$ cat src/rtl/elev_pkg.sv
// elev_pkg: shared types and constants for the elevator call scheduler.
package elev_pkg;

   localparam int N_FLOORS = 4;
   localparam int FLOOR_W  = 2;

   typedef enum logic [2:0] {
      ST_IDLE      = 3'd0,
      ST_MOVE_UP   = 3'd1,
      ST_MOVE_DOWN = 3'd2,
      ST_DOOR      = 3'd3,
      ST_EMERG     = 3'd4,
      ST_FAULT     = 3'd5
   } state_t;

   typedef enum logic {
      DIR_DOWN = 1'b0,
      DIR_UP   = 1'b1
   } dir_t;

   // Floor number of a one-hot sensor word; meaningful only when the word is one-hot.
   function automatic logic [FLOOR_W-1:0] onehot_index(input logic [N_FLOORS-1:0] sensor);
      logic [FLOOR_W-1:0] idx;
      idx = '0;
      for (int i = 0; i < N_FLOORS; i++) begin
         if (sensor[i]) idx = FLOOR_W'(i);
      end
      return idx;
   endfunction

endpackage

$ cat src/rtl/elev_call_scheduler_if.sv
// elev_call_scheduler_if: call buttons, cabin sensors and cabin drive outputs.
// master = the cabin / panel side, slave = the scheduler.
interface elev_call_scheduler_if;
   import elev_pkg::*;

   logic [N_FLOORS-1:0] call_req;
   logic [N_FLOORS-1:0] floor_sensor;
   logic                emerg;
   logic                motor_up;
   logic                motor_down;
   logic                door_open;
   logic [FLOOR_W-1:0]  cur_floor;
   logic [N_FLOORS-1:0] pending;
   logic                fault;

   modport master (
      output call_req, floor_sensor, emerg,
      input  motor_up, motor_down, door_open, cur_floor, pending, fault
   );

   modport slave (
      input  call_req, floor_sensor, emerg,
      output motor_up, motor_down, door_open, cur_floor, pending, fault
   );

endinterface

$ cat src/rtl/elev_tick_timer.sv
// elev_tick_timer: loadable down-counter that saturates at zero.
// done is high while the count is zero; a load takes priority over counting.
module elev_tick_timer #(
   parameter int W = 8
) (
   input  logic         clock,
   input  logic         reset,
   input  logic         load,
   input  logic [W-1:0] value,
   output logic         done
);

   logic [W-1:0] count_reg;

   // Load on request, otherwise count down and hold at zero.
   always_ff @(posedge clock) begin
      if (reset) begin
         count_reg <= '0;
      end else if (load) begin
         count_reg <= value;
      end else if (count_reg != '0) begin
         count_reg <= count_reg - W'(1);
      end
   end

   assign done = (count_reg == '0);

endmodule

$ cat src/rtl/elev_call_scheduler.sv
// elev_call_scheduler: SCAN call scheduler for a small elevator.
// Optional travel watchdog: define ELEV_TRAVEL_WATCHDOG_EN to trip FAULT when the
// cabin goes too long between floor arrivals; without it fault is tied low.
module elev_call_scheduler #(
   parameter int N_FLOORS     = 4,
   parameter int DOOR_TICKS   = 100000000,
   parameter int TRAVEL_TICKS = 250000000
) (
   input logic                  clock,
   input logic                  reset,
   elev_call_scheduler_if.slave bus
);
   import elev_pkg::*;

   localparam int TICK_MAX = (DOOR_TICKS > TRAVEL_TICKS) ? DOOR_TICKS : TRAVEL_TICKS;
   localparam int TIMER_W  = $clog2(TICK_MAX + 1);
   // The timer counts down to zero and the exit happens on the following edge,
   // so loading TICKS-1 gives exactly TICKS cycles in the state.
   localparam logic [TIMER_W-1:0] DOOR_LOAD = TIMER_W'(DOOR_TICKS - 1);
`ifdef ELEV_TRAVEL_WATCHDOG_EN
   localparam logic [TIMER_W-1:0] TRAVEL_LOAD = TIMER_W'(TRAVEL_TICKS - 1);
`endif
   localparam logic [FLOOR_W-1:0] TOP_FLOOR = FLOOR_W'(N_FLOORS - 1);

   state_t              state_reg, state_next;
   dir_t                dir_reg, dir_next;
   logic [N_FLOORS-1:0] pending_reg, pending_next;
   logic [FLOOR_W-1:0]  cur_floor_reg, cur_floor_next;
   logic                motor_up_reg, motor_up_next;
   logic                motor_down_reg, motor_down_next;
   logic                door_open_reg, door_open_next;

   logic                sensor_valid;
   logic [FLOOR_W-1:0]  sensor_floor;
   logic [FLOOR_W-1:0]  pos;
   logic [N_FLOORS-1:0] eff;
   logic [N_FLOORS-1:0] above, below;
   logic                any_above, any_below;
   logic                head_up;
   logic [FLOOR_W-1:0]  end_floor;
   logic [N_FLOORS-1:0] serve_mask;
   logic [N_FLOORS-1:0] mask_call;
   logic                timer_load;
   logic [TIMER_W-1:0]  timer_value;
   logic                timer_done;

   // Only a clean one-hot sensor word identifies a floor.
   assign sensor_valid = $onehot(bus.floor_sensor);
   assign sensor_floor = onehot_index(bus.floor_sensor);
   assign pos          = sensor_valid ? sensor_floor : cur_floor_reg;
   // Calls pressed this cycle take part in decisions immediately.
   assign eff          = pending_reg | bus.call_req;
   assign end_floor    = (state_reg == ST_MOVE_UP) ? TOP_FLOOR : '0;

   genvar gi;
   generate
      for (gi = 0; gi < N_FLOORS; gi++) begin : g_floor
         assign above[gi] = eff[gi] && (FLOOR_W'(gi) > pos);
         assign below[gi] = eff[gi] && (FLOOR_W'(gi) < pos);
      end
   endgenerate

   assign any_above = |above;
   assign any_below = |below;

   // One timer serves both the door dwell and the travel watchdog.
   elev_tick_timer #(.W(TIMER_W)) u_timer (
      .clock (clock),
      .reset (reset),
      .load  (timer_load),
      .value (timer_value),
      .done  (timer_done)
   );

   // Next-state, call bookkeeping and registered-output decode.
   always_comb begin
      state_next  = state_reg;
      dir_next    = dir_reg;
      serve_mask  = '0;
      mask_call   = '0;
      timer_load  = 1'b0;
      timer_value = DOOR_LOAD;
      head_up     = 1'b0;

      case (state_reg)
         ST_IDLE: begin
            if (sensor_valid && eff[sensor_floor]) begin
               state_next               = ST_DOOR;
               serve_mask[sensor_floor] = 1'b1;
               timer_load               = 1'b1;
               timer_value              = DOOR_LOAD;
            end else if (eff != '0) begin
               // Keep heading while work remains that way, else reverse. When parked
               // between floors with the only call at the last floor passed, the
               // reversal heads back toward it.
               if (dir_reg == DIR_UP) head_up = any_above;
               else                   head_up = !any_below;
               state_next = head_up ? ST_MOVE_UP : ST_MOVE_DOWN;
               dir_next   = head_up ? DIR_UP : DIR_DOWN;
`ifdef ELEV_TRAVEL_WATCHDOG_EN
               timer_load  = 1'b1;
               timer_value = TRAVEL_LOAD;
`endif
            end
         end

         ST_MOVE_UP, ST_MOVE_DOWN: begin
            if (sensor_valid && eff[sensor_floor]) begin
               state_next               = ST_DOOR;
               serve_mask[sensor_floor] = 1'b1;
               timer_load               = 1'b1;
               timer_value              = DOOR_LOAD;
            end else if (sensor_valid && sensor_floor == end_floor) begin
               // End of the shaft with nothing to serve here: stop, never overrun.
               state_next = ST_IDLE;
            end
`ifdef ELEV_TRAVEL_WATCHDOG_EN
            else if (sensor_valid && sensor_floor != cur_floor_reg) begin
               timer_load  = 1'b1;
               timer_value = TRAVEL_LOAD;
            end else if (timer_done) begin
               state_next = ST_FAULT;
            end
`endif
         end

         ST_DOOR: begin
            // A press for this floor keeps the door open and is not queued.
            if (bus.call_req[cur_floor_reg]) begin
               mask_call[cur_floor_reg] = 1'b1;
               timer_load               = 1'b1;
               timer_value              = DOOR_LOAD;
            end else if (timer_done) begin
               state_next = ST_IDLE;
            end
         end

         ST_EMERG: begin
            if (!bus.emerg) state_next = ST_IDLE;
         end

         ST_FAULT: begin
            state_next = ST_FAULT;
         end

         default: begin
            state_next = ST_IDLE;
         end
      endcase

      // Emergency stop overrides everything except a latched fault.
      if (bus.emerg && state_reg != ST_FAULT) begin
         state_next = ST_EMERG;
         dir_next   = dir_reg;
         serve_mask = '0;
         mask_call  = '0;
         timer_load = 1'b0;
      end

      pending_next    = (pending_reg | (bus.call_req & ~mask_call)) & ~serve_mask;
      cur_floor_next  = sensor_valid ? sensor_floor : cur_floor_reg;
      motor_up_next   = (state_next == ST_MOVE_UP);
      motor_down_next = (state_next == ST_MOVE_DOWN);
      door_open_next  = (state_next == ST_DOOR) || (state_next == ST_EMERG && sensor_valid);
   end

   // State and registered outputs.
   always_ff @(posedge clock) begin
      if (reset) begin
         state_reg      <= ST_IDLE;
         dir_reg        <= DIR_UP;
         pending_reg    <= '0;
         cur_floor_reg  <= '0;
         motor_up_reg   <= 1'b0;
         motor_down_reg <= 1'b0;
         door_open_reg  <= 1'b0;
      end else begin
         state_reg      <= state_next;
         dir_reg        <= dir_next;
         pending_reg    <= pending_next;
         cur_floor_reg  <= cur_floor_next;
         motor_up_reg   <= motor_up_next;
         motor_down_reg <= motor_down_next;
         door_open_reg  <= door_open_next;
      end
   end

`ifdef ELEV_TRAVEL_WATCHDOG_EN
   logic fault_reg;

   // Fault flag mirrors the latched FAULT state.
   always_ff @(posedge clock) begin
      if (reset) fault_reg <= 1'b0;
      else       fault_reg <= (state_next == ST_FAULT);
   end

   assign bus.fault = fault_reg;
`else
   assign bus.fault = 1'b0;
`endif

   assign bus.motor_up   = motor_up_reg;
   assign bus.motor_down = motor_down_reg;
   assign bus.door_open  = door_open_reg;
   assign bus.cur_floor  = cur_floor_reg;
   assign bus.pending    = pending_reg;

endmodule

$ cat src/flat_wrapper.sv
// flat-port wrapper written by rule: the top's interface ports become plain ports
module elev_call_scheduler_flat import elev_pkg::*;
#(
   parameter int N_FLOORS     = 4,
   parameter int DOOR_TICKS   = 100000000,
   parameter int TRAVEL_TICKS = 250000000
)
  (clock, reset, bus_call_req, bus_floor_sensor, bus_emerg, bus_motor_up, bus_motor_down, bus_door_open, bus_cur_floor, bus_pending, bus_fault);
  elev_call_scheduler_if bus_i ();
  input logic clock;
  input logic reset;
  input wire logic [$bits(bus_i.call_req)-1:0] bus_call_req;
  input wire logic [$bits(bus_i.floor_sensor)-1:0] bus_floor_sensor;
  input wire logic [$bits(bus_i.emerg)-1:0] bus_emerg;
  output wire logic [$bits(bus_i.motor_up)-1:0] bus_motor_up;
  output wire logic [$bits(bus_i.motor_down)-1:0] bus_motor_down;
  output wire logic [$bits(bus_i.door_open)-1:0] bus_door_open;
  output wire logic [$bits(bus_i.cur_floor)-1:0] bus_cur_floor;
  output wire logic [$bits(bus_i.pending)-1:0] bus_pending;
  output wire logic [$bits(bus_i.fault)-1:0] bus_fault;
  assign bus_i.call_req = bus_call_req;
  assign bus_i.floor_sensor = bus_floor_sensor;
  assign bus_i.emerg = bus_emerg;
  assign bus_motor_up = bus_i.motor_up;
  assign bus_motor_down = bus_i.motor_down;
  assign bus_door_open = bus_i.door_open;
  assign bus_cur_floor = bus_i.cur_floor;
  assign bus_pending = bus_i.pending;
  assign bus_fault = bus_i.fault;
  elev_call_scheduler #(.N_FLOORS(N_FLOORS), .DOOR_TICKS(DOOR_TICKS), .TRAVEL_TICKS(TRAVEL_TICKS)) u_core (.clock(clock), .reset(reset), .bus(bus_i));
endmodule
$ cat config.mk
export PLATFORM = sky130hd
export DESIGN_NAME = elev_call_scheduler_flat
export DESIGN_NICKNAME = d
export VERILOG_FILES = /design/src/rtl/elev_pkg.sv /design/src/rtl/elev_call_scheduler_if.sv /design/src/rtl/elev_tick_timer.sv /design/src/rtl/elev_call_scheduler.sv /design/src/flat_wrapper.sv
export SDC_FILE = /design/constraint.sdc
export NUM_CORES = 1
export LEC_CHECK = 0
export ABC_AREA = 1
export CAP_MARGIN = 20
export CORE_AREA = 2 2 72 74
export CTS_BUF_LIST = sky130_fd_sc_hd__clkbuf_8
export CTS_CLUSTER_SIZE = 28
export DETAILED_ROUTE_END_ITERATION = 12
export DIE_AREA = 0 0 74 76
export PLACE_DENSITY = 0.77
export SETUP_SLACK_MARGIN = 0.02
export SYNTH_ARGS = -nofsm -noshare
export SYNTH_HDL_FRONTEND = slang
export SYNTH_SLANG_ARGS = --single-unit
$ cat constraint.sdc
create_clock -name clock -period 2.35 [get_ports clock]
set_input_delay 0.3525 -clock clock [delete_from_list [all_inputs] [get_ports clock]]
set_output_delay 0.3525 -clock clock [all_outputs]
set_load 0.01 [all_outputs]
==> results.toml, run 1 <==
[clock_tree]
htree_num_levels = 2
clk_latency_ns = 0.30
cts_hold_buf = 0
cts_buffers = 5
cts.sinks = 41
cts_max_path_buffers = 2
clk_pin_slew_worst_paths_ns = 0.08
cts_tree = "yes"
cts-root-buf = "clkbuf_8"

[worst_setup_path]
crit_fanout = 5
end_kind = "flop"
cp-start-kind = "primary input"
crit_type = "in -> reg"
crit_required_ns = 2.58
worstPathArrival_ns = 2.67

[global_routing]
grt_max_degree = 27
antenna_found_initial = 0
grt_util_all_layers_pct = 27.6
grt_pass1_vias = 2689
grt_pass1_wl_um = 12200
gr-total-overflow = 0

[logic_synthesis]
yosysTopAreaCell = "dfxtp_1"
syn_area_per_cell_um2 = 6.61
ys_seq_area_share_pct = 32.0
netlist_area_mm2 = 0.00257
synth_simple_gate_area_share_pct = 38.7
synthCells = 388
ys_warn_count = 0
synth_mux_area_share_pct = 0.390
ys_seq_elements = 41
syn_nets = 406
synth_top_family_by_area = "simple AND/OR/NAND/NOR gates"
netlist_top_cells_area = "dfxtp_1 32%, nand2_1 11%, nor2_1 8.6%"
synth_compound_area_share_pct = 12.4
synthAdderAreaFrac_pct = 3.71
synth-xor-area-share_pct = 3.41
yosysUniqueCellTypes = 39
synth_top_area_share_pct = 32.0

[die]
initial_utilization_pct = 52.2
die-area_mm2 = 0.00562
die_w_um = 74
ios = 21
rows = 26
die_h_um = 76
core_area_mm2 = 0.00491

[sta]
tns_ns = -0.901
worstMarginPinSlew_ns = 0.590
fin_crit_sh_pct = 104
setup_viol = 23
report.final.slew_viol_count = 0
hold_viol = 0
min_period_ns = 2.44
skew_ns = 0.00621
setup_ws_ns = -0.0907
clock.fmax_mhz = 410
rsz0062_at_grt = "true"
relSlewSlack_pct = 60.6

[power]
p_leak_uw = 0.00154
ir_drop_v = 0.000569
powerDensity_mw_per_mm2 = 1290

[drt]
viasPerCell = 5.56
wirelength_um = 7650
first_pass_iters = 7
drc = 0
via_count = 2813
ant_nets = 0
wire_per_inst_um = 15.1
drt_iter0_markers = 193

[cells_and_area]
largest_reg_flops = 28
layout_commonest_cell = "nand2_1"
final_cell_mix = "62 x nand2_1, 57 x nor2_1, 49 x inv_1, 41 x dfxtp_1, 19 x buf_4"
drive_above_1_share_pct = 23.9
num_antenna_cells = 0
final_nets = 453
fin_util_pct = 71.2
area_growth_syn_to_layout_pct = 36.4
final.fill_count = 403

[place]
dp_hpwl_um = 5050
gp_congestion = 0.919
port_buffers = 19

[flow_run]
max_cap_violations = 0

[outcome]
violations = "setup timing"
status = "finished with violations"

[hold_path]
min-delay-path-class = "reg -> reg"
-- path summary, 6_finish.rpt --
| kind | cells after the start | slack [ns] | end | start |
|---|---|---|---|---|
| setup reg to reg | 12 | 0.06 | u_core.u_timer.count_reg[13] | u_core.u_timer.count_reg[0] |
| setup / recovery | 16 | -0.09 | u_core.u_timer.count_reg[20] | bus_floor_sensor[2] |
| hold reg to reg | 2 | 0.48 | u_core.dir_reg | u_core.dir_reg |
| hold / removal | 2 | 0.48 | u_core.dir_reg | u_core.dir_reg |
-- timing repair --
| action | CTS | global route |
|---|---|---|
| setup endpoints to repair | 38 | 38 |
| gates cloned | 3 | 1 |
| hold endpoints to repair | 0 | 0 |
| pin swaps | 15 | 13 |
| resized for setup | 35 | 31 |
| setup buffers | 7 | 4 |
-- power breakdown --
part / leakage [uW] / switching (uW) / internal (uW)
clock network: 0.0000626 / 251 / 342
logic: 0.00114 / 1710 / 1020
registers: 0.000337 / 268 / 936
total: 0.00154 / 2230 / 2290
-- cell families after synthesis --
group | count (synthesis)
simple gates | 211
buf+inv | 60
compound gates | 57
flops | 41
xor+xnor | 10
fa+ha+maj | 7
other cells | 1
mux | 1
-- final cells by class --
class	count	area (um^2)	area share, %
clock buffer	6	82.6	2.36
clock inverter	2	33.8	0.965
tap	70	87.6	2.50
inverter	54	225	6.44
timing repair buffer	45	488	13.9
sequential	41	821	23.5
multi-input combinational	288	1760	50.3
-- layer usage --
| metal | part of all wire [%] | global-route usage, % |
|---|---|---|
| met2 | 52 | 48.7 |
| met3 | 5.8 | 5.95 |
| met5 | 0 | 0 |
| met4 | 4.6 | 12.4 |
| met1 | 38 | 30.9 |
-- Yosys cell counts (all sizes together) --
library cell,n
nor2,67
or2,1
mux2i,1
nand4,12
o41ai,1
clkbuf,2
o21ai,19
a31oi,10
nand2,81
o22ai,1
nand3b,3
nor3,19
nor4,5
inv,54
o21a,2
o21bai,1
xnor2,3
buf,4
and3,2
a21oi,23
dfxtp,41
ha,6
nor3b,1
conb,1
fa,1
xor2,7
nand3,20
-- stage by stage --
stage / setup slack (ns) / instances / hold WS, ns / area (um^2) / total power (uW)
after floorplan: -0.0780 / 388 / 0.443 / 2670 / 3010
after global placement: -0.869 / 486 / 0.458 / 3040 / 3520
after detailed placement: -0.910 / 486 / 0.468 / 3040 / 3570
after CTS: -0.177 / 504 / 0.489 / 3390 / 4300
after global routing: -0.185 / 506 / 0.509 / 3500 / 4890
final: -0.0907 / 506 / 0.482 / 3500 / 4530
-- critical path, cell delays in order --
cell,delay (ns)
buf_8,0.10
inv_6,0.05
ha_4,0.19
ha_4,0.16
fa_2,0.46
inv_4,0.10
nand2_4,0.05
nor2_4,0.12
o21ai_1,0.07
a21oi_1,0.14
nand2_2,0.10
o21ai_2,0.19
nand2_4,0.11
buf_12,0.16
buf_16,0.13
a31oi_1,0.15
No activity file was read; power rests on OpenSTA's default activity.
==> run 2: changes to the inputs <==
--- a/config.mk
+++ b/config.mk
@@ -6,7 +6,7 @@
 export NUM_CORES = 1
 export LEC_CHECK = 0
 export ABC_AREA = 1
-export CAP_MARGIN = 20
+export CAP_MARGIN = 0
 export CORE_AREA = 2 2 72 74
 export CTS_BUF_LIST = sky130_fd_sc_hd__clkbuf_8
 export CTS_CLUSTER_SIZE = 28
==> results of run 2 <==
Final layout, timing and power as in run 1 (identical DEF).
